==> src/rtl/neuron_accum.sv <==
// neuron_accum: streamed pixel*weight multiply-accumulate plus bias, delivering a Q8.14 pre-activation.
// Optional macro NEURON_SAT_EN clamps the result to the Q8.14 range; otherwise it wraps.
module neuron_accum #(
    parameter int N_INPUTS = 784,
    parameter int ACC_W    = 26
) (
    input  logic        clk,
    input  logic        rst_n,
    input  logic        start,
    input  logic [21:0] bias,
    input  logic        in_valid,
    output logic        in_ready,
    input  logic [7:0]  pixel,
    input  logic [7:0]  weight,
    output logic        sum_valid,
    input  logic        sum_ready,
    output logic [21:0] sum_out,
    output logic        busy
);
    localparam int CNT_W = $clog2(N_INPUTS + 1);

    typedef enum logic [2:0] {IDLE, ACCUM, DRAIN, BIAS, OUT} state_t;

    state_t                   state_q, state_d;
    logic [CNT_W-1:0]         cnt_q, cnt_d;
    logic signed [16:0]       prod_q, prod_d;
    logic                     prod_v_q, prod_v_d;
    logic signed [ACC_W-1:0]  acc_q, acc_d;
    logic [21:0]              bias_q, bias_d;
    logic [21:0]              sum_out_q, sum_out_d;
    logic                     in_ready_q, in_ready_d;
    logic                     sum_valid_q, sum_valid_d;
    logic                     busy_q, busy_d;
    logic                     beat;
    logic signed [16:0]       pix_ext, wt_ext;
    logic [21:0]              reduced;

    assign beat    = in_valid && in_ready_q;
    assign pix_ext = $signed({9'b0, pixel});
    assign wt_ext  = 17'($signed(weight));

`ifdef NEURON_SAT_EN
    logic signed [ACC_W-1:0] sum;
    logic                    ovf;
    assign sum     = acc_q + {{(ACC_W-22){bias_q[21]}}, bias_q};
    assign ovf     = !((&sum[ACC_W-1:21]) || !(|sum[ACC_W-1:21]));
    assign reduced = ovf ? (sum[ACC_W-1] ? 22'h200000 : 22'h1FFFFF) : sum[21:0];
`else
    assign reduced = acc_q[21:0] + bias_q;
`endif

    // Next-state: sequencer, operand product stage, accumulator and result register
    always_comb begin
        state_d   = state_q;
        cnt_d     = cnt_q;
        bias_d    = bias_q;
        prod_d    = prod_q;
        prod_v_d  = beat;
        acc_d     = prod_v_q ? acc_q + ACC_W'(prod_q) : acc_q;
        sum_out_d = sum_out_q;
        case (state_q)
            IDLE: if (start) begin
                state_d = ACCUM;
                bias_d  = bias;
                cnt_d   = '0;
                acc_d   = '0;
            end
            ACCUM: if (beat) begin
                prod_d = pix_ext * wt_ext;
                cnt_d  = cnt_q + 1'b1;
                state_d = (cnt_q == CNT_W'(N_INPUTS - 1)) ? DRAIN : ACCUM;
            end
            DRAIN: state_d = BIAS;
            BIAS: begin
                sum_out_d = reduced;
                state_d   = OUT;
            end
            OUT: state_d = sum_ready ? IDLE : OUT;
            default: state_d = IDLE;
        endcase
        in_ready_d  = (state_d == ACCUM);
        sum_valid_d = (state_d == OUT);
        busy_d      = (state_d != IDLE);
    end

    // State and registered outputs, cleared by synchronous reset
    always_ff @(posedge clk) begin
        if (!rst_n) begin
            state_q     <= IDLE;
            cnt_q       <= '0;
            bias_q      <= '0;
            prod_q      <= '0;
            prod_v_q    <= 1'b0;
            acc_q       <= '0;
            sum_out_q   <= '0;
            in_ready_q  <= 1'b0;
            sum_valid_q <= 1'b0;
            busy_q      <= 1'b0;
        end else begin
            state_q     <= state_d;
            cnt_q       <= cnt_d;
            bias_q      <= bias_d;
            prod_q      <= prod_d;
            prod_v_q    <= prod_v_d;
            acc_q       <= acc_d;
            sum_out_q   <= sum_out_d;
            in_ready_q  <= in_ready_d;
            sum_valid_q <= sum_valid_d;
            busy_q      <= busy_d;
        end
    end

    assign in_ready  = in_ready_q;
    assign sum_valid = sum_valid_q;
    assign sum_out   = sum_out_q;
    assign busy      = busy_q;
endmodule

==> config.mk <==
export PLATFORM = sky130hd
export DESIGN_NAME = neuron_accum
export DESIGN_NICKNAME = d
export VERILOG_FILES = /design/src/rtl/neuron_accum.sv
export SDC_FILE = /design/constraint.sdc
export NUM_CORES = 1
export LEC_CHECK = 0
export ABC_AREA = 1
export CORE_MARGIN = 2
export CORE_UTILIZATION = 54
export DETAILED_ROUTE_END_ITERATION = 12
export PLACE_DENSITY = 0.74
export SETUP_SLACK_MARGIN = 0.15
export SYNTH_ARGS = -nofsm -noshare
export SYNTH_HDL_FRONTEND = slang
export SYNTH_SLANG_ARGS = --single-unit
export TNS_END_PERCENT = 30
==> constraint.sdc <==
create_clock -name clk -period 8.8 [get_ports clk]
set_input_delay 2.2 -clock clk [delete_from_list [all_inputs] [get_ports clk]]
set_output_delay 2.2 -clock clk [all_outputs]
set_load 0.1 [all_outputs]
# Word-level counts from Yosys, hierarchy flattened
# Cells that the tools add are included.
# op_classes
muxes,11
reduce_logical,7
multipliers,1
n_eq_ne,9
add_sub_neg,3
# op_table
operator,n
26-bit two-way mux,3
26-bit by 17-bit adder with 26-bit output,1
22-bit adder,1
10-bit two-way mux,2
10-bit one-hot mux with 2 select lines,1
9-bit by 8-bit multiplier with 17-bit output,1
3-bit one-hot mux with 5 select lines,1
10-bit by 1-bit adder with 10-bit output (second input constant),1
10-bit equality test (second input constant),1
3-bit two-way mux,3
3-bit by 1-bit equality test with 1-bit output (second input constant),2
3-bit by 2-bit equality test with 1-bit output (second input constant),2
3-bit equality test (second input constant),2
2-bit != test (second input constant),2
2-bit AND reduction,2
3-bit zero test,1
3-bit AND reduction,1
3-bit nonzero test,1
2-bit two-way mux,1
2-bit nonzero test,1
1-bit logical AND,1
# word_totals
regBits,104
inputBits,43
elab_cells,41
out_inout_bits,25

# Longest topological paths before layout
# logic_depth
word_depth,5
depth_mapped,23
depth_no_buf,22

# Worst setup path before layout
# OpenSTA, ideal clock, no wires.
# synth_path
path_type,input -> register
startpoint,input port weight[7]
endpoint,register prod_q[16]
path_stages,19
n_path_buf,0
path_slack_ns,2.674
arrival_ns,6.017
t_required_ns,8.691
setup_time_ns,0.109
path_cell_list,clkinv_1 > or2_2 > fa_1 > fa_1 > inv_1 > fa_1 > inv_1 > fa_1 > inv_1 > ha_1 > nand2_1 > o21ai_0 > nand2_1 > nand2_1 > nand2_1 > nand3_1 > nand3_1 > nand2_1 > inv_1
# synth_between
elab_chain_len,1
# synth_lines
element,line,rtl
from (decl),14,"input logic [7:0] weight,"
9-bit by 8-bit multiplier with 17-bit output,69,prod_d = pix_ext * wt_ext;
to (signal assigned),103,prod_q <= prod_d;
to (decl),26,"logic signed [16:0] prod_q, prod_d;"
# Every way passes these cells.
# A chain may end at the register's enable or synchronous reset.

# Worst setup path in the final report
# Same ends and word-level chain as after synthesis.

==> impl_metrics.tcl <==
set metrics [dict create \
    min_path_cells 2 \
    grt_max_degree 40 \
    fp.coreArea_um2 16500 \
    placement_rows 47 \
    cp-end-kind "flip-flop" \
    worstPathArrival_ns 6.87 \
    startpoint_type "primary input" \
    place_area_um2 9850 \
    rsz0062_at_grt "false" \
    area_delta_synth_final_pct 12.5 \
    synth_area_leader_cell "dfxtp_1" \
    timing.rr.start "acc_q[0]$_SDFF_PN0_" \
    synthTopCellsByCount "nand2_1, inv_1, nor2_1" \
    htreeDepth 3 \
    synthArstFlopShare 0 \
    cts-resized-gates 0 \
    vias_per_cell 5.02 \
    port_buffers 67 \
    hold_path_class "flip-flop to flip-flop" \
    diodes 0 \
    clk_transition_reported_paths_ns 0.08 \
    yosys-top-cells-area "dfxtp_1, nand2_1, inv_1" \
    first_pass_iters 5 \
    synth_top_cell_area_share 0.222 \
    crit_top_cell "nand2_1" \
    start_util 0.548 \
    reg2reg_to "acc_q[16]$_SDFF_PN0_" \
    die_y_um 133 \
    clk_latency_ns 0.36 \
    slowest_stage "fa_1" \
    die-area_um2 17800 \
    maxCapViolations 0 \
    die_x_um 133 \
    hp-start "prod_q[0]$_SDFFE_PN0P_" \
    grt_pass1_wl_um 36600 \
    post_route_cells_drive_above_1_share 0.0294 \
    netlist_instances 1450 \
    track_usage 0.249 \
    worstPathRequired_ns 9.06 \
    cpPeakStageDelay_ns 0.54 \
    cts_root_buf "clkbuf_16" \
    reg2reg_depth 12 \
    final_util 0.617 \
    holdWs_ns 0.485 \
    synth_nets 1618 \
    antenna_found_initial 0 \
    timing.final.max_slew_violations 0 \
    min_to "prod_q[0]$_SDFFE_PN0P_" \
    gp_congestion 0.897 \
    synth.most_common_cell "nand2_1" \
    stdcell_area_um2 10200 \
    drtAntennaViolNets 0 \
    ys_types 35 \
    drtIter0Drc 560 \
    wl_per_cell_um 12.3 \
    fin_skew_ns 0.00954 \
    rrSetupSlack_ns 6.62 \
    wirelength_um 21100 \
    pin_count 68 \
    cts_setup_buffers 0 \
    synth-edff-count 0 \
    cts_buffer_depth 2 \
    outcome "complete, no violations" \
    ys_warn_count 0 \
    drcViolationCount 0 \
    p_leak_nw 5.66 \
    p_per_area_nw_per_um2 136 \
    hold_viol_final 0 \
    finalSetupViolations 0 \
    ys_ff_latch 100 \
    layout.nets 1662 \
    max_freq_ghz 0.151 \
    cts_sinks 100 \
    worstMarginPinSlew_ns 0.999 \
    setup_tns_ns 0 \
    cp_cell_sequence "clkdlybuf4s50_1, clkinv_1, or2_2, fa_1, fa_1, inv_1, fa_1, inv_1, fa_1, inv_1, ha_1, nand2_1, o21ai_0, nand2_1, nand2_1, nand2_1, nand3_1, nand3_1, nand2_1, inv_1" \
    hpwl_um 17000 \
    vias 8624 \
    cts_tree "yes" \
    cts_hold_buf 0 \
    overflow 0 \
    synth_seq_area_share 0.222 \
    ys.flop_type "dfxtp_1" \
    synth_area_um2 9030 \
    min_period_over_period 0.751 \
    period_needed_ns 6.61 \
    cts_buffers 9 \
    grt_pass1_vias 8110 \
    cp_max_fo 9 \
    syn_area_per_cell_um2 6.22 \
    slew_headroom 0.332 \
    crit_type "primary input to flip-flop" \
    peakVddDrop_mv 0.118 \
]
[critical path, delay by kind of cell]
kind | cells | cell delay [ns]
AOI/OAI and AO/OA | 1 | 0.36
adders and majority gates | 5 | 2.46
buffers and inverters | 6 | 0.88
and+or+nand+nor | 8 | 0.96
[layer usage]
layer / up-vias / share of wire / global-route usage
met2: 188 / 0.46 / 0.431
met4: 0 / 0.025 / 0.0792
met5: - / 0 / 0
met3: 35 / 0.048 / 0.0369
li1: 4530 / - / -
met1: 3871 / 0.46 / 0.321
[cells in the final DEF, fill, tap and decap left out]
cell type,n
xor2_1,15
inv_2,5
nor2_4,2
nand3_2,1
nor3_1,19
o21ai_1,2
nand3b_1,2
nand2_1,382
clkinv_8,1
inv_1,297
ha_1,86
nor3_2,2
o211ai_1,7
and2_1,1
nand4_1,14
o21ai_0,63
o21bai_1,4
a21oi_1,51
inv_6,3
a31oi_1,5
xnor2_1,6
a211oi_1,1
dfxtp_1,100
a21o_1,3
or2_2,4
fa_1,39
clkinv_4,1
nor2_2,2
nand3_1,80
clkinv_1,2
clkbuf_16,9
clkdlybuf4s50_1,67
nand2_2,5
and2_2,1
buf_4,5
inv_8,2
nand2_4,1
nor2_1,209
[logic make-up after synthesis]
kind of cell             count (synthesis)  share of synthesized area
buffers and inverters                  343                      0.144
XOR/XNOR                                21                     0.0204
flip-flops                             100                      0.222
adder cells (fa/ha/maj)                125                      0.206
AO/OA/AOI/OAI                          136                     0.0803
AND/OR/NAND/NOR                        725                      0.328
[cell type report]
cell class | instances | area (um^2)
sequential | 100 | 2000
fill | 1611 | 6310
clock buffer | 9 | 225
clock inverter | 7 | 73.8
tap | 220 | 275
inverter | 304 | 1140
multi-input combinational | 1007 | 5730
timing repair buffer | 72 | 708
[sequential cells by signal, summed over array words and instances, names as in the netlist]
name / count
cnt_q: 10
prod_v_q: 1
in_ready: 1
acc_q: 22
state_q: 3
bias_q: 22
prod_q: 17
busy: 1
sum_valid: 1
sum_out: 22
[worst max path at each step]
stage               from  slack (ns)                 endpoint
6_report       weight[7]        2.19  prod_q[16]$_SDFFE_PN0P_
3_3_place_gp   weight[7]        1.87  prod_q[16]$_SDFFE_PN0P_
4_1_cts        weight[7]        2.16  prod_q[16]$_SDFFE_PN0P_
3_5_place_dp   weight[7]        1.79  prod_q[16]$_SDFFE_PN0P_
2_1_floorplan  weight[7]        2.67  prod_q[16]$_SDFFE_PN0P_
5_1_grt        weight[7]        1.82  prod_q[16]$_SDFFE_PN0P_
[report_power, final]
| group | internal [mW] | leakage (nW) | total [mW] | switching, mW |
|---|---|---|---|---|
| Clock | 0.202 | 0.148 | 0.402 | 0.200 |
| Sequential | 0.468 | 0.813 | 0.479 | 0.0115 |
| Combinational | 0.195 | 4.70 | 0.497 | 0.302 |
[through the flow]
step           worst slack (ns)  power (mW)  instances
2_1_floorplan              2.67       0.872       1450
3_3_place_gp               1.87       0.980       1703
3_5_place_dp               1.79       0.987       1703
4_1_cts                    2.16        1.39       1719
5_1_grt                    1.82        1.49       1719
6_report                   2.19        1.38       1719
Note: power is estimated with default switching activity, not from simulation.
